===== src/rtl/xgmii_loopback_ctrl_if.sv =====
// XGMII loopback bus interface: TX word from the MAC, looped RX word back to it.
// master = MAC side (drives TX, receives RX); slave = loopback block.
interface xgmii_loopback_ctrl_if #(
  parameter int LANES = 8
);
  logic [8*LANES-1:0] xgmii_txd;
  logic [LANES-1:0]   xgmii_txc;
  logic [8*LANES-1:0] xgmii_rxd;
  logic [LANES-1:0]   xgmii_rxc;

  modport master (output xgmii_txd, xgmii_txc, input  xgmii_rxd, xgmii_rxc);
  modport slave  (input  xgmii_txd, xgmii_txc, output xgmii_rxd, xgmii_rxc);
endinterface


===== src/rtl/xgmii_loopback_ctrl.sv =====
// XGMII loopback controller: delays the TX word stream by DELAY clocks into RX,
// tracks frames (start/terminate) and applies a per-frame mode:
// pass, force idle, force local fault, or periodic frame drop.
// Keeps saturating pass/drop frame counters.
// Optional feature macro: XGMII_LB_ERRINJ_EN (one-shot error injection into
// the first data word of the next frame after an err_inj_req pulse).
module xgmii_loopback_ctrl #(
  parameter int LANES = 8,
  parameter int DELAY = 4
) (
  input  logic                 clk_xgmii_tx,
  input  logic                 reset_xgmii_tx_n,
  xgmii_loopback_ctrl_if.slave xgmii,
  input  logic [1:0]           lb_mode,
  input  logic [7:0]           drop_interval,
  input  logic                 err_inj_req,
  output logic [1:0]           mode_active,
  output logic [15:0]          frames_passed,
  output logic [15:0]          frames_dropped
);

  localparam int W = 8 * LANES;

  typedef enum logic [1:0] {
    MODE_PASS   = 2'd0,
    MODE_IDLE   = 2'd1,
    MODE_LFAULT = 2'd2,
    MODE_DROP   = 2'd3
  } mode_e;

  typedef enum logic [1:0] {
    S_IDLE  = 2'd0,
    S_FRAME = 2'd1,
    S_DROP  = 2'd2
  } state_e;

  localparam logic [W-1:0]     IDLE_D   = {LANES{8'h07}};
  localparam logic [LANES-1:0] IDLE_C   = {LANES{1'b1}};
  localparam logic [W-1:0]     LFAULT_D = {(LANES / 4){32'h0100_009C}};
  localparam logic [LANES-1:0] LFAULT_C = {(LANES / 4){4'b0001}};

  mode_e          r_mode;
  state_e         r_state;
  logic [7:0]     r_drop_cnt;
  logic [15:0]    r_frames_passed;
  logic [15:0]    r_frames_dropped;
  logic [W-1:0]     r_pipe_d [DELAY];
  logic [LANES-1:0] r_pipe_c [DELAY];

  logic           w_is_start;
  logic           w_is_term;
  logic           w_close;
  logic [7:0]     w_cnt_inc;
  logic           w_drop_new;
  logic [W-1:0]     w_sub_d;
  logic [LANES-1:0] w_sub_c;

  // Frame delimiter detection on the incoming TX word.
  always_comb begin
    // NOTE: every variable written here gets a default first so no latch is inferred.
    w_is_start = xgmii.xgmii_txc[0] && (xgmii.xgmii_txd[7:0] == 8'hFB);
    w_is_term  = 1'b0;
    for (int i = 0; i < LANES; i++) begin
      if (xgmii.xgmii_txc[i] && (xgmii.xgmii_txd[8*i +: 8] == 8'hFD)) begin
        w_is_term = 1'b1;
      end
    end
  end

  // A start opens a dropped frame when the incremented count hits the interval.
  assign w_cnt_inc  = r_drop_cnt + 8'd1;
  assign w_drop_new = w_is_start && (r_mode == MODE_DROP) &&
                      (drop_interval != 8'd0) && (w_cnt_inc == drop_interval);
  // A frame closes on its terminate or on a new start that preempts it.
  assign w_close    = (r_state != S_IDLE) && (w_is_start || w_is_term);

`ifdef XGMII_LB_ERRINJ_EN
  logic r_err_armed;
  logic w_inj_fire;

  // Inject only into a mid-frame data word that actually reaches the output.
  assign w_inj_fire = r_err_armed && (r_state == S_FRAME) && !w_is_start && !w_is_term &&
                      ((r_mode == MODE_PASS) || (r_mode == MODE_DROP));

  // One-shot arm flag: set by a request, cleared when the error is injected.
  always_ff @(posedge clk_xgmii_tx) begin
    if (!reset_xgmii_tx_n) begin
      r_err_armed <= 1'b0;
    end else if (w_inj_fire) begin
      r_err_armed <= 1'b0;
    end else if (err_inj_req) begin
      r_err_armed <= 1'b1;
    end
  end
`else
  logic w_unused_err_inj;
  assign w_unused_err_inj = err_inj_req;
`endif

  // Word substitution for the word entering pipeline stage 0.
  always_comb begin
    w_sub_d = xgmii.xgmii_txd;
    w_sub_c = xgmii.xgmii_txc;
`ifdef XGMII_LB_ERRINJ_EN
    if (w_inj_fire) begin
      w_sub_d[15:8] = 8'hFE;
      w_sub_c[1]    = 1'b1;
    end
`endif
    case (r_mode)
      MODE_IDLE: begin
        w_sub_d = IDLE_D;
        w_sub_c = IDLE_C;
      end
      MODE_LFAULT: begin
        w_sub_d = LFAULT_D;
        w_sub_c = LFAULT_C;
      end
      MODE_DROP: begin
        // The start word of a new frame follows the new decision; others follow the state.
        if (w_is_start ? w_drop_new : (r_state == S_DROP)) begin
          w_sub_d = IDLE_D;
          w_sub_c = IDLE_C;
        end
      end
      default: ;
    endcase
  end

  // Frame parser, mode latch, drop counter and saturating frame counters.
  always_ff @(posedge clk_xgmii_tx) begin
    // NOTE: sequential state uses non-blocking assignments so all registers update together.
    if (!reset_xgmii_tx_n) begin
      r_mode           <= MODE_PASS;
      r_state          <= S_IDLE;
      r_drop_cnt       <= 8'd0;
      r_frames_passed  <= 16'd0;
      r_frames_dropped <= 16'd0;
    end else begin
      // Mode changes only take effect in an inter-frame gap.
      if ((r_state == S_IDLE) && !w_is_start) begin
        r_mode <= mode_e'(lb_mode);
      end

      if (w_is_start) begin
        r_state <= w_drop_new ? S_DROP : S_FRAME;
        if (r_mode == MODE_DROP) begin
          if (drop_interval == 8'd0) begin
            r_drop_cnt <= 8'd0;
          end else begin
            r_drop_cnt <= w_drop_new ? 8'd0 : w_cnt_inc;
          end
        end
      end else if (w_is_term && (r_state != S_IDLE)) begin
        r_state <= S_IDLE;
      end

      if (w_close) begin
        if ((r_state == S_FRAME) && ((r_mode == MODE_PASS) || (r_mode == MODE_DROP)) &&
            (r_frames_passed != 16'hFFFF)) begin
          r_frames_passed <= r_frames_passed + 16'd1;
        end
        if ((r_state == S_DROP) && (r_frames_dropped != 16'hFFFF)) begin
          r_frames_dropped <= r_frames_dropped + 16'd1;
        end
      end
    end
  end

  // Fixed-depth delay line; RX sees the substituted word exactly DELAY clocks later.
  always_ff @(posedge clk_xgmii_tx) begin
    // NOTE: the delay line is reset (to IDLE) because RX must see valid idles right after reset.
    if (!reset_xgmii_tx_n) begin
      for (int i = 0; i < DELAY; i++) begin
        r_pipe_d[i] <= IDLE_D;
        r_pipe_c[i] <= IDLE_C;
      end
    end else begin
      r_pipe_d[0] <= w_sub_d;
      r_pipe_c[0] <= w_sub_c;
      for (int i = 1; i < DELAY; i++) begin
        r_pipe_d[i] <= r_pipe_d[i-1];
        r_pipe_c[i] <= r_pipe_c[i-1];
      end
    end
  end

  assign xgmii.xgmii_rxd = r_pipe_d[DELAY-1];
  assign xgmii.xgmii_rxc = r_pipe_c[DELAY-1];
  assign mode_active     = r_mode;
  assign frames_passed   = r_frames_passed;
  assign frames_dropped  = r_frames_dropped;

endmodule


===== src/flat_wrapper.sv =====
// flat-port wrapper written by rule: the top's interface ports become plain ports
module xgmii_loopback_ctrl_flat 
#(
  parameter int LANES = 8,
  parameter int DELAY = 4
)
  (clk_xgmii_tx, reset_xgmii_tx_n, lb_mode, drop_interval, err_inj_req, mode_active, frames_passed, frames_dropped, xgmii_xgmii_txd, xgmii_xgmii_txc, xgmii_xgmii_rxd, xgmii_xgmii_rxc);
  xgmii_loopback_ctrl_if #(.LANES(LANES)) xgmii_i ();
  input  logic clk_xgmii_tx;
  input  logic reset_xgmii_tx_n;
  input  logic [1:0] lb_mode;
  input  logic [7:0] drop_interval;
  input  logic err_inj_req;
  output logic [1:0] mode_active;
  output logic [15:0] frames_passed;
  output logic [15:0] frames_dropped;
  input wire logic [$bits(xgmii_i.xgmii_txd)-1:0] xgmii_xgmii_txd;
  input wire logic [$bits(xgmii_i.xgmii_txc)-1:0] xgmii_xgmii_txc;
  output wire logic [$bits(xgmii_i.xgmii_rxd)-1:0] xgmii_xgmii_rxd;
  output wire logic [$bits(xgmii_i.xgmii_rxc)-1:0] xgmii_xgmii_rxc;
  assign xgmii_i.xgmii_txd = xgmii_xgmii_txd;
  assign xgmii_i.xgmii_txc = xgmii_xgmii_txc;
  assign xgmii_xgmii_rxd = xgmii_i.xgmii_rxd;
  assign xgmii_xgmii_rxc = xgmii_i.xgmii_rxc;
  xgmii_loopback_ctrl #(.LANES(LANES), .DELAY(DELAY)) u_core (.clk_xgmii_tx(clk_xgmii_tx), .reset_xgmii_tx_n(reset_xgmii_tx_n), .xgmii(xgmii_i), .lb_mode(lb_mode), .drop_interval(drop_interval), .err_inj_req(err_inj_req), .mode_active(mode_active), .frames_passed(frames_passed), .frames_dropped(frames_dropped));
endmodule

===== config.mk =====
export PLATFORM = sky130hd
export DESIGN_NAME = xgmii_loopback_ctrl_flat
export DESIGN_NICKNAME = d
export VERILOG_FILES = /design/src/rtl/xgmii_loopback_ctrl_if.sv /design/src/rtl/xgmii_loopback_ctrl.sv /design/src/flat_wrapper.sv
export SDC_FILE = /design/constraint.sdc
export NUM_CORES = 1
export LEC_CHECK = 0
export BUFFER_PORTS_ARGS = -buffer_cell sky130_fd_sc_hd__buf_2
export CAP_MARGIN = 20
export CORE_MARGIN = 2
export CORE_UTILIZATION = 50
export CTS_BUF_LIST = sky130_fd_sc_hd__clkbuf_4
export DETAILED_ROUTE_END_ITERATION = 16
export GPL_TIMING_DRIVEN = 0
export MAX_ROUTING_LAYER = met4
export PLACE_DENSITY = 0.8
export SETUP_SLACK_MARGIN = 0.2
export SYNTH_ARGS = -nofsm -noshare
export SYNTH_HDL_FRONTEND = slang
export SYNTH_SLANG_ARGS = --single-unit

===== constraint.sdc =====
create_clock -name clk_xgmii_tx -period 6.7 [get_ports clk_xgmii_tx]
set_input_delay 0.67 -clock clk_xgmii_tx [delete_from_list [all_inputs] [get_ports clk_xgmii_tx]]
set_output_delay 0.67 -clock clk_xgmii_tx [all_outputs]
set_load 0.03 [all_outputs]

* After elaboration in Yosys (flattened, before gate mapping)
Memory sizes are Yosys's and may differ from the RTL's.
Index checks and enable logic that the tools add are counted.
** Storage, ports and cells
- RAM bits :: 288
- Bits of input ports :: 85
- Register bits :: 44
- Memories :: 2
- Word-level logic and storage cells :: 93
** Operators by class
- Muxes and demuxes :: 28
- Reductions and logical operators :: 30
- Add/subtract/negate cells :: 3
- Bitwise logic cells :: 8
- Eq/ne operators :: 17
** Memory list
- u_core.r_pipe_d :: words 4, width 64, read ports 4, clocked after Yosys merged registers in 0, write ports 4, RTL line xgmii_loopback_ctrl.sv:47 : logic [W-1:0] r_pipe_d [DELAY];
- u_core.r_pipe_c :: words 4, width 8, read ports 4, clocked after Yosys merged registers in 0, write ports 4, RTL line xgmii_loopback_ctrl.sv:48 : logic [LANES-1:0] r_pipe_c [DELAY];
** Operators by type and width (number)
- 64-bit 2-to-1 mux :: 5
- 64-bit case mux with 3 select lines :: 1
- 8-bit equality test (second input constant) :: 9
- 8-bit 2-to-1 mux :: 7
- 16-bit by 1-bit adder with 16-bit output (second input constant) :: 2
- 16-bit inequality test (second input constant) :: 2
- 8-bit case mux with 3 select lines :: 1
- 1-bit logical AND :: 18
- 1-bit 2-to-1 mux :: 11
- 8-bit by 1-bit adder with 8-bit output (second input constant) :: 1
- 8-bit equality test :: 1
- 8-bit zero test :: 1
- 1-bit OR :: 8
- 8-bit nonzero test :: 1
- 2-bit equality test (second input constant) :: 3
- 2-bit 2-to-1 mux :: 3
- 2-bit AND reduction :: 3
- 2-bit by 1-bit equality test with 1-bit output (second input constant) :: 2
- 2-bit zero test :: 2
- 2-bit nonzero test :: 2
- 1-bit logical OR :: 2
- 1-bit zero test :: 1

* Longest topological paths before layout
Gate-level depths: netlist of the first run.
- Depth after elaboration :: 13
- Gate-level depth with buffers :: 10
- Mapped depth without buffers :: 8

* Worst setup path after synthesis of the first run
No wires, ideal clock.
- Kind :: input-to-reg
- Start :: input port drop_interval[6]
- End :: memory u_core.r_pipe_d[0][35] (netlist name)
- Stages :: 8
- Data required time :: 6.586 ns
- Data arrival time :: 2.447 ns
- Path slack :: 4.139 ns
- Path buffers :: 1
- Path through :: xnor2_1 > a21oi_1 > or4_4 > nor4_4 > nand2_2 > a41o_1 > buf_2 > a21o_1
** RTL lines
- start: declaration :: RTL line flat_wrapper.sv:12 : input logic [7:0] drop_interval;
- end: declaration :: RTL line xgmii_loopback_ctrl.sv:47

==> summary.md, run 1 <==
| Metric | Value |
|---|---|
| Clock Skew | `between 0.04 and 0.05 ns` |
| Min Tclk post-route | `approximately 3 ns` |
| Clock sinks | `~330` |
| Hold slack | `approximately 0.2 ns` |
| Initial drt markers | `about 300` |
| P per Cell Area | `307.5 nW/um2` |
| Final Cycle Share | `approximately 44%` |
| Post-Syn Instances | `945` |
| Num CTS Buffers | `80` |
| Drt wl/cell | `14.83 um` |
| Setup CP Type | `reg -> reg` |
| Slew @ Worst Pin | `roughly 1.0 ns` |
| Setup ws final | `~3.7 ns` |
| Lkg Pwr | `5.442 nW` |
| M1 WL | `9.891 mm` |
| WP buf/inv | `2` |
| Setup Viol. Count Final | `0` |
| CTS max path bufs | `3` |
| CP peak stage delay | `approximately 0.57 ns` |
| Post-CTS setup buffer count | `0` |
| Vias | `roughly 7500` |
| GRT Util Overall | `21.50%` |
| Chip width | `between 100 and 150 um` |
| Die area | `roughly 22000 um2` |
| Final core utilization | `between 60 and 70%` |
| Top-Level Pins | `191` |
| Worst VDD drop | `~180 uV` |
| ANT nets after route | `0` |
| Top cell type by total area after synthesis | `dfxtp_1` |
| Area grow syn2layout | `22.79%` |
| Fraction of layout cells with a size suffix above 1 | `roughly a quarter` |
| Post-Syn Area | `between 10000 and 15000 um2` |
| Slew Limit Fails | `0` |
| Row count | `between 50 and 60` |
| Clk slew on worst S/H paths | `0.07 ns` |
| Clock latency on the worst-skew pair | `just under 0.7 ns` |
| Routed wl met2 | `roughly 11 mm` |
| PortBufs | `189` |
| Congestion Overflow GR | `0` |
| CTS resizes | `0` |
| Pre-antenna DRT Iters | `5` |
| Met3 Wirelength | `between 2 and 2.5 mm` |
| CTS tree | `done` |
| Unique masters post-synth | `54` |
| Worst Setup Start Kind | `register` |
| FF+latch count, synth | `around 330` |
| Synth area leaders | `dfxtp_1 (64%), and2_1 (9.6%), nand2b_1 (6.3%)` |
| Sequential cell area fraction in the yosys report | `63.79%` |
| Detailed placement HPWL | `16.60 mm` |
| Die height | `~150 um` |
| RSZ-0062 raised after global routing | `no` |
| Number of remaining DRC errors | `0` |
| Routed Wire Length | `between 20 and 25 mm` |
| Number of synthesized flops with an enable pin | `0` |
| Fmax | `338.4 MHz` |
| Max_cap viols | `0` |
| Rel. slew slack | `approximately a third` |
| Placer congestion estimate | `0.8995` |
| Worst Path Required | `7.24 ns` |
| Fin. Hold Viols | `0` |
| Top Layer Used | `met4` |
| Most frequent cells in the layout | `dfxtp_1 (332), buf_2 (191), and2_1 (160)` |
| Fin nets | `1308` |
| Initial antenna violation count | `12` |
| Ys async rst share | `0%` |
| Top cell family by delay on the critical path | `simple AND/OR/NAND/NOR gates` |
| H-tree levels | `3` |
| Ys Warns | `0` |
| Pre-CTS setup slack | `3.247 ns` |
| Post-synth net total | `slightly above 1000` |
| Core Area | `roughly 20000 um2` |
| Initial core utilization | `roughly 51%` |
| Clk root buf | `clkbuf_4` |
| Top_reg_cell synth | `dfxtp_1` |
| Largest net degree at the start of global routing | `13` |
| Crit end category | `register` |
| Crit path DAT | `about 3.5 ns` |
| Syn_area_per_cell | `11.03 um2` |
| Slowest cell on the critical path | `or4_4` |
| Worst min-delay path class | `in -> reg` |
| Vias in the first global route | `7153` |
| Status | `completed` |
| CP Cell Sequence | `ha_1 -> clkbuf_1 -> a21oi_1 -> or4_4 -> nor4_4 -> nand2_2 -> a41o_1 -> clkbuf_1 -> and2_1` |
| Most used cell, CP | `clkbuf_1` |
| Share of the synthesized area in the top cell type | `63.79%` |
| Most common cell after layout, fill and taps aside | `dfxtp_1` |
| First-pass GRT wire length | `approximately 36 mm` |
| Routed vias/inst | `around 4.8` |
| Cts hold-fix bufs | `0` |
| Worst-path maximum fanout | `10` |
| Setup tns final | `0 ns` |
[cell families after synthesis]
group / after synthesis / synth area share (%)
compound gates: 98 / 6.713
xor+xnor: 21 / 1.765
fa+ha+maj: 7 / 0.8406
buf+inv: 58 / 2.186
flops: 332 / 63.79
mux: 8 / 0.7686
simple gates: 421 / 23.93
[per-stage QoR]
| stage | instances | power [W] | area (um2) |
|---|---|---|---|
| floorplan | 945 | 0.002225 | 10420 |
| global placement | 1404 | 0.002303 | 11700 |
| detailed placement | 1404 | 0.002309 | 11700 |
| CTS | 1544 | 0.003985 | 12760 |
| global route | 1556 | 0.004115 | 12790 |
| finish | 1557 | 0.003935 | 12790 |
[synthesized netlist by cell type (all sizes together) (11+ instances only)]
cell,count
and2,160
nand2,37
o21a,31
o21ai,11
nand4,12
inv,15
xnor2,11
nor4,11
nor2,26
nand2b,105
nand3,26
dfxtp,332
a21oi,17
clkbuf,37
[sequential cells by signal, indices dropped and copies added (netlist names)]
register,cells
u_core.frames_passed,16
u_core.mode_active,2
u_core.r_pipe_c,32
u_core.r_drop_cnt,8
u_core.frames_dropped,16
u_core.r_state,2
u_core.r_pipe_d,256
[path summary, 6_finish.rpt]
path	start	to	slack, ns	cells past startpoint
max reg2reg	u_core.r_drop_cnt[0]	u_core.r_pipe_d[0][47]	3.75	9
min reg2reg	u_core.r_pipe_d[1][2]	u_core.r_pipe_d[2][2]	0.40	1
min	xgmii_xgmii_txd[17]	u_core.r_pipe_d[0][17]	0.20	2
max	u_core.r_drop_cnt[0]	u_core.r_pipe_d[0][47]	3.75	9
[where the power goes]
group | total (W) | leakage, nW | switching, W | internal, W
Combinational | 0.000195 | 2.11 | 0.000112 | 0.0000825
Sequential | 0.00207 | 2.72 | 0.0000177 | 0.00205
Clock | 0.00167 | 0.618 | 0.000755 | 0.000915
Total | 0.00393 | 5.44 | 0.000885 | 0.00305
[per-layer routing]
metal | vias up | global-route usage [%]
met1 | 3426 | 25.59
met5 | - | -
met2 | 264 | 33.56
met3 | 40 | 7.362
met4 | 0 | 8.714
li1 | 3727 | -
[area by class of cell]
| type | count | area, um2 |
|---|---|---|
| multi-input combinational | 555 | 3545 |
| clock buffer | 116 | 870.8 |
| antenna | 13 | 32.53 |
| fill | 1655 | 7571 |
| timing repair buffer | 189 | 945.9 |
| sequential | 332 | 6646 |
| clock inverter | 24 | 187.7 |
| tap | 270 | 337.8 |
| inverter | 15 | 56.30 |
| buffer | 43 | 171.4 |
(Power assumes the default switching activity.)
==> inputs of run 2 (changes only) <==
--- a/config.mk
+++ b/config.mk
@@ -13,7 +13,7 @@
 export DETAILED_ROUTE_END_ITERATION = 16
 export GPL_TIMING_DRIVEN = 0
 export MAX_ROUTING_LAYER = met4
-export PLACE_DENSITY = 0.8
+export PLACE_DENSITY = 0.83
 export SETUP_SLACK_MARGIN = 0.2
 export SYNTH_ARGS = -nofsm -noshare
 export SYNTH_HDL_FRONTEND = slang
==> constraint.sdc (replaced) <==
create_clock -name clk_xgmii_tx -period 2.5 [get_ports clk_xgmii_tx]
set_input_delay 0.25 -clock clk_xgmii_tx [delete_from_list [all_inputs] [get_ports clk_xgmii_tx]]
set_output_delay 0.25 -clock clk_xgmii_tx [all_outputs]
set_load 0.03 [all_outputs]
==> run 2 against run 1 <==
Critical endpoint is now u_core.r_pipe_d[0][23]. Global-route usage grew 3.3 points. Die area is the same. Register-to-register slack lost 3.6 ns. Setup slack lost 3.6 ns. Sequential share of layout area shrank 3.8 points. Combinational power grew to 3.5 times the previous value. Clock skew shrank 0.017 ns. Cell count grew 5.4%. Non-clock buffer count grew 93. Sequential power grew to 2.7 times the previous value. Count of clock-buffer cells in the layout shrank 8. Clock power grew to 2.5 times the previous value.
==> summary.md, run 2 (synthesized netlist as in run 1, its figures left out) <==
| Metric | Value |
|---|---|
| CP peak stage delay | `0.50 ns (was 0.57 ns)` |
| Area grow syn2layout | `32.89% (was 22.79%)` |
| Clk slew on worst S/H paths | `0.06 ns (was 0.07 ns)` |
| Initial core utilization | `51.16% (unchanged)` |
| Top-Level Pins | `191 (unchanged)` |
| Number of remaining DRC errors | `0 (unchanged)` |
| P_sw | `0.002384 W (was 0.0008851 W)` |
| Die area | `22010 um2 (unchanged)` |
| Clk root buf | `clkbuf_4 (unchanged)` |
| Max reg flops | `256 (unchanged)` |
| Max_cap viols | `0 (unchanged)` |
| Dpl cell area | `11710 um2 (was 11700 um2)` |
| Biggest regs | `u_core.r_pipe_d (256), u_core.r_pipe_c (32) (unchanged)` |
| Clock Skew | `0.03249 ns (was 0.04927 ns)` |
| FF-to-FF Start | `u_core.r_drop_cnt[1] (was u_core.r_drop_cnt[0])` |
| Net Sw Frac | `22.93% (was 22.50%)` |
| Worst min-delay path class | `in -> reg (unchanged)` |
| Largest net degree at the start of global routing | `12 (was 13)` |
| Placer congestion estimate | `0.8925 (was 0.8995)` |
| Fin. Hold Viols | `0 (unchanged)` |
| Min Tclk post-route | `2.386 ns (was 2.955 ns)` |
| Clock power frac | `40.2% (was 42.5%)` |
| Fmax | `419.1 MHz (was 338.4 MHz)` |
| Setup CP Type | `reg -> reg (unchanged)` |
| Num CTS Buffers | `80 (unchanged)` |
| Final core utilization | `67.99% (was 62.82%)` |
| Clock latency on the worst-skew pair | `0.66 ns (was 0.69 ns)` |
| P per Cell Area | `751.1 nW/um2 (was 307.5 nW/um2)` |
| Worst Path Required | `3.05 ns (was 7.24 ns)` |
| Rel. slew slack | `23.26% (was 31.66%)` |
| Crit end category | `register (unchanged)` |
| GRT Util Overall | `24.79% (was 21.50%)` |
| PortBufs | `189 (unchanged)` |
| Core Area | `20360 um2 (unchanged)` |
| Detailed placement HPWL | `16.91 mm (was 16.60 mm)` |
| Vias in the first global route | `8142 (was 7153)` |
| Worst-path maximum fanout | `10 (unchanged)` |
| Setup crit start | `u_core.r_drop_cnt[1] (was u_core.r_drop_cnt[0])` |
| Routed Wire Length | `26.52 mm (was 23.09 mm)` |
| Fin nets | `1401 (was 1308)` |
| Finished Cell Area | `13850 um2 (was 12790 um2)` |
| Pre-antenna DRT Iters | `5 (unchanged)` |
| Die height | `148.4 um (unchanged)` |
| First-pass GRT wire length | `40.81 mm (was 35.54 mm)` |
| Vias | `7978 (was 7457)` |
| CTS tree | `done (unchanged)` |
| Most frequent cells in the layout | `dfxtp_1 (324), buf_2 (190), and2_1 (155) (was dfxtp_1 (332), buf_2 (191), and2_1 (160))` |
| Min-delay src | `xgmii_xgmii_txd[2] (was xgmii_xgmii_txd[17])` |
| Crit path DAT | `2.94 ns (was 3.50 ns)` |
| Initial drt markers | `362 (was 295)` |
| Initial antenna violation count | `13 (was 12)` |
| Setup Viol. Count Final | `0 (unchanged)` |
| RSZ-0062 raised after global routing | `yes (was no)` |
| Routed vias/inst | `4.862 (was 4.789)` |
| Power, Total | `0.01040 W (was 0.003935 W)` |
| Most flops, register | `u_core.r_pipe_d (unchanged)` |
| Fill cell count | `1439 (was 1655)` |
| Sequential power share | `53.3% (was 52.6%)` |
| Lkg Pwr | `5.861 nW (was 5.442 nW)` |
| Most common cell after layout, fill and taps aside | `dfxtp_1 (unchanged)` |
| Worst VDD drop | `352.5 uV (was 178.6 uV)` |
| Slew Limit Fails | `0 (unchanged)` |
| Status | `completed (unchanged)` |
| ANT nets after route | `0 (unchanged)` |
| Pint | `0.008016 W (was 0.003050 W)` |
| Worst Setup Start Kind | `register (unchanged)` |
| Final Cycle Share | `95.45% (was 44.10%)` |
| Combinational power share | `6.5% (was 4.9%)` |
| Chip width | `148.4 um (unchanged)` |
| Drt wl/cell | `16.16 um (was 14.83 um)` |
| H-tree levels | `3 (unchanged)` |
| Slew @ Worst Pin | `1.141 ns (was 1.023 ns)` |
| Slowest cell on the critical path | `or4_4 (unchanged)` |
| CTS max path bufs | `3 (unchanged)` |
| Setup tns final | `0 ns (unchanged)` |
| Clock sinks | `332 (unchanged)` |
| Hold slack | `0.07267 ns (was 0.1962 ns)` |
| Congestion Overflow GR | `0 (unchanged)` |
| CP Cell Sequence | `ha_4 -> xor2_1 -> or4_4 -> nor4_4 -> nand2_2 -> buf_6 -> a41o_4 -> clkbuf_8 -> and2_1 (was ha_1 -> clkbuf_1 -> a21oi_1 -> or4_4 -> nor4_4 -> nand2_2 -> a41o_1 -> clkbuf_1 -> and2_1)` |
| Fraction of layout cells with a size suffix above 1 | `26.88% (was 25.51%)` |
| Row count | `52 (unchanged)` |
-- run 2: routing by layer --
| metal | vias to the layer above | global-route usage [%] | share of wire (%) |
|---|---|---|---|
| met3 | 67 | 8.129 | 9.1 |
| met2 | 330 | 41.11 | 48 |
| met5 | - | - | 0 |
| li1 | 3888 | - | - |
| met1 | 3693 | 28.00 | 40 |
| met4 | 0 | 9.333 | 2.6 |
-- run 2: metrics by stage --
stage | cells | setup slack (ns)
after floorplan | 945 | 0.2218
after global placement | 1404 | -0.4733
after detailed placement | 1404 | -0.5449
after CTS | 1618 | 0.02473
after global routing | 1637 | 0.04914
final | 1641 | 0.1138
-- run 2: layout make-up --
cell class / instances / area [um2] / area share, %
Multi-Input combinational cell: 555 / 3677 / 26.56
Antenna cell: 17 / 42.54 / 0.3072
Timing Repair Buffer: 282 / 1887 / 13.63
Sequential cell: 332 / 6669 / 48.17
Clock buffer: 108 / 810.8 / 5.856
Inverter: 15 / 56.30 / 0.4067
Tap cell: 270 / 337.8 / 2.440
Clock inverter: 19 / 132.6 / 0.9579
Buffer: 43 / 232.7 / 1.681
-- run 2: final timing paths --
check | to | slack, ns | depth (start not counted)
max | u_core.r_pipe_d[0][23] | 0.11 | 9
min | u_core.r_state[0] | 0.07 | 4
max reg2reg | u_core.r_pipe_d[0][23] | 0.11 | 9
min reg2reg | u_core.r_pipe_c[2][7] | 0.39 | 1
-- run 2: timing repair --
item | 4_1_cts | 5_1_grt
gates resized for setup | 42 | 26
setup buffers | 10 | 6
endpoints found under the hold margin | 74 | 0
pin swaps | 17 | 7
setup endpoints to repair | 99 | 95
hold buffers | 74 | 0
cloned | 3 | 0
-- run 2: critical path, delay by kind of cell, from the launching register on --
| kind | cells | cell delay, ns |
|---|---|---|
| AOI/OAI and AO/OA | 1 | 0.25 |
| xor gates and xnor gates | 1 | 0.14 |
| adders and majority gates | 1 | 0.24 |
| buffers and inverters | 2 | 0.32 |
| DFF | 1 | 0.36 |
| and+or+nand+nor | 4 | 0.99 |
-- run 2: power by group through the flow --
stage | combinational, W | sequential [W] | clock, W
floorplan | 0.000267 | 0.00569 | 0
global placement | 0.000512 | 0.00566 | 0
detailed placement | 0.000524 | 0.00566 | 0
CTS | 0.000655 | 0.00554 | 0.00424
global route | 0.000729 | 0.00556 | 0.00456
finish | 0.000678 | 0.00554 | 0.00418
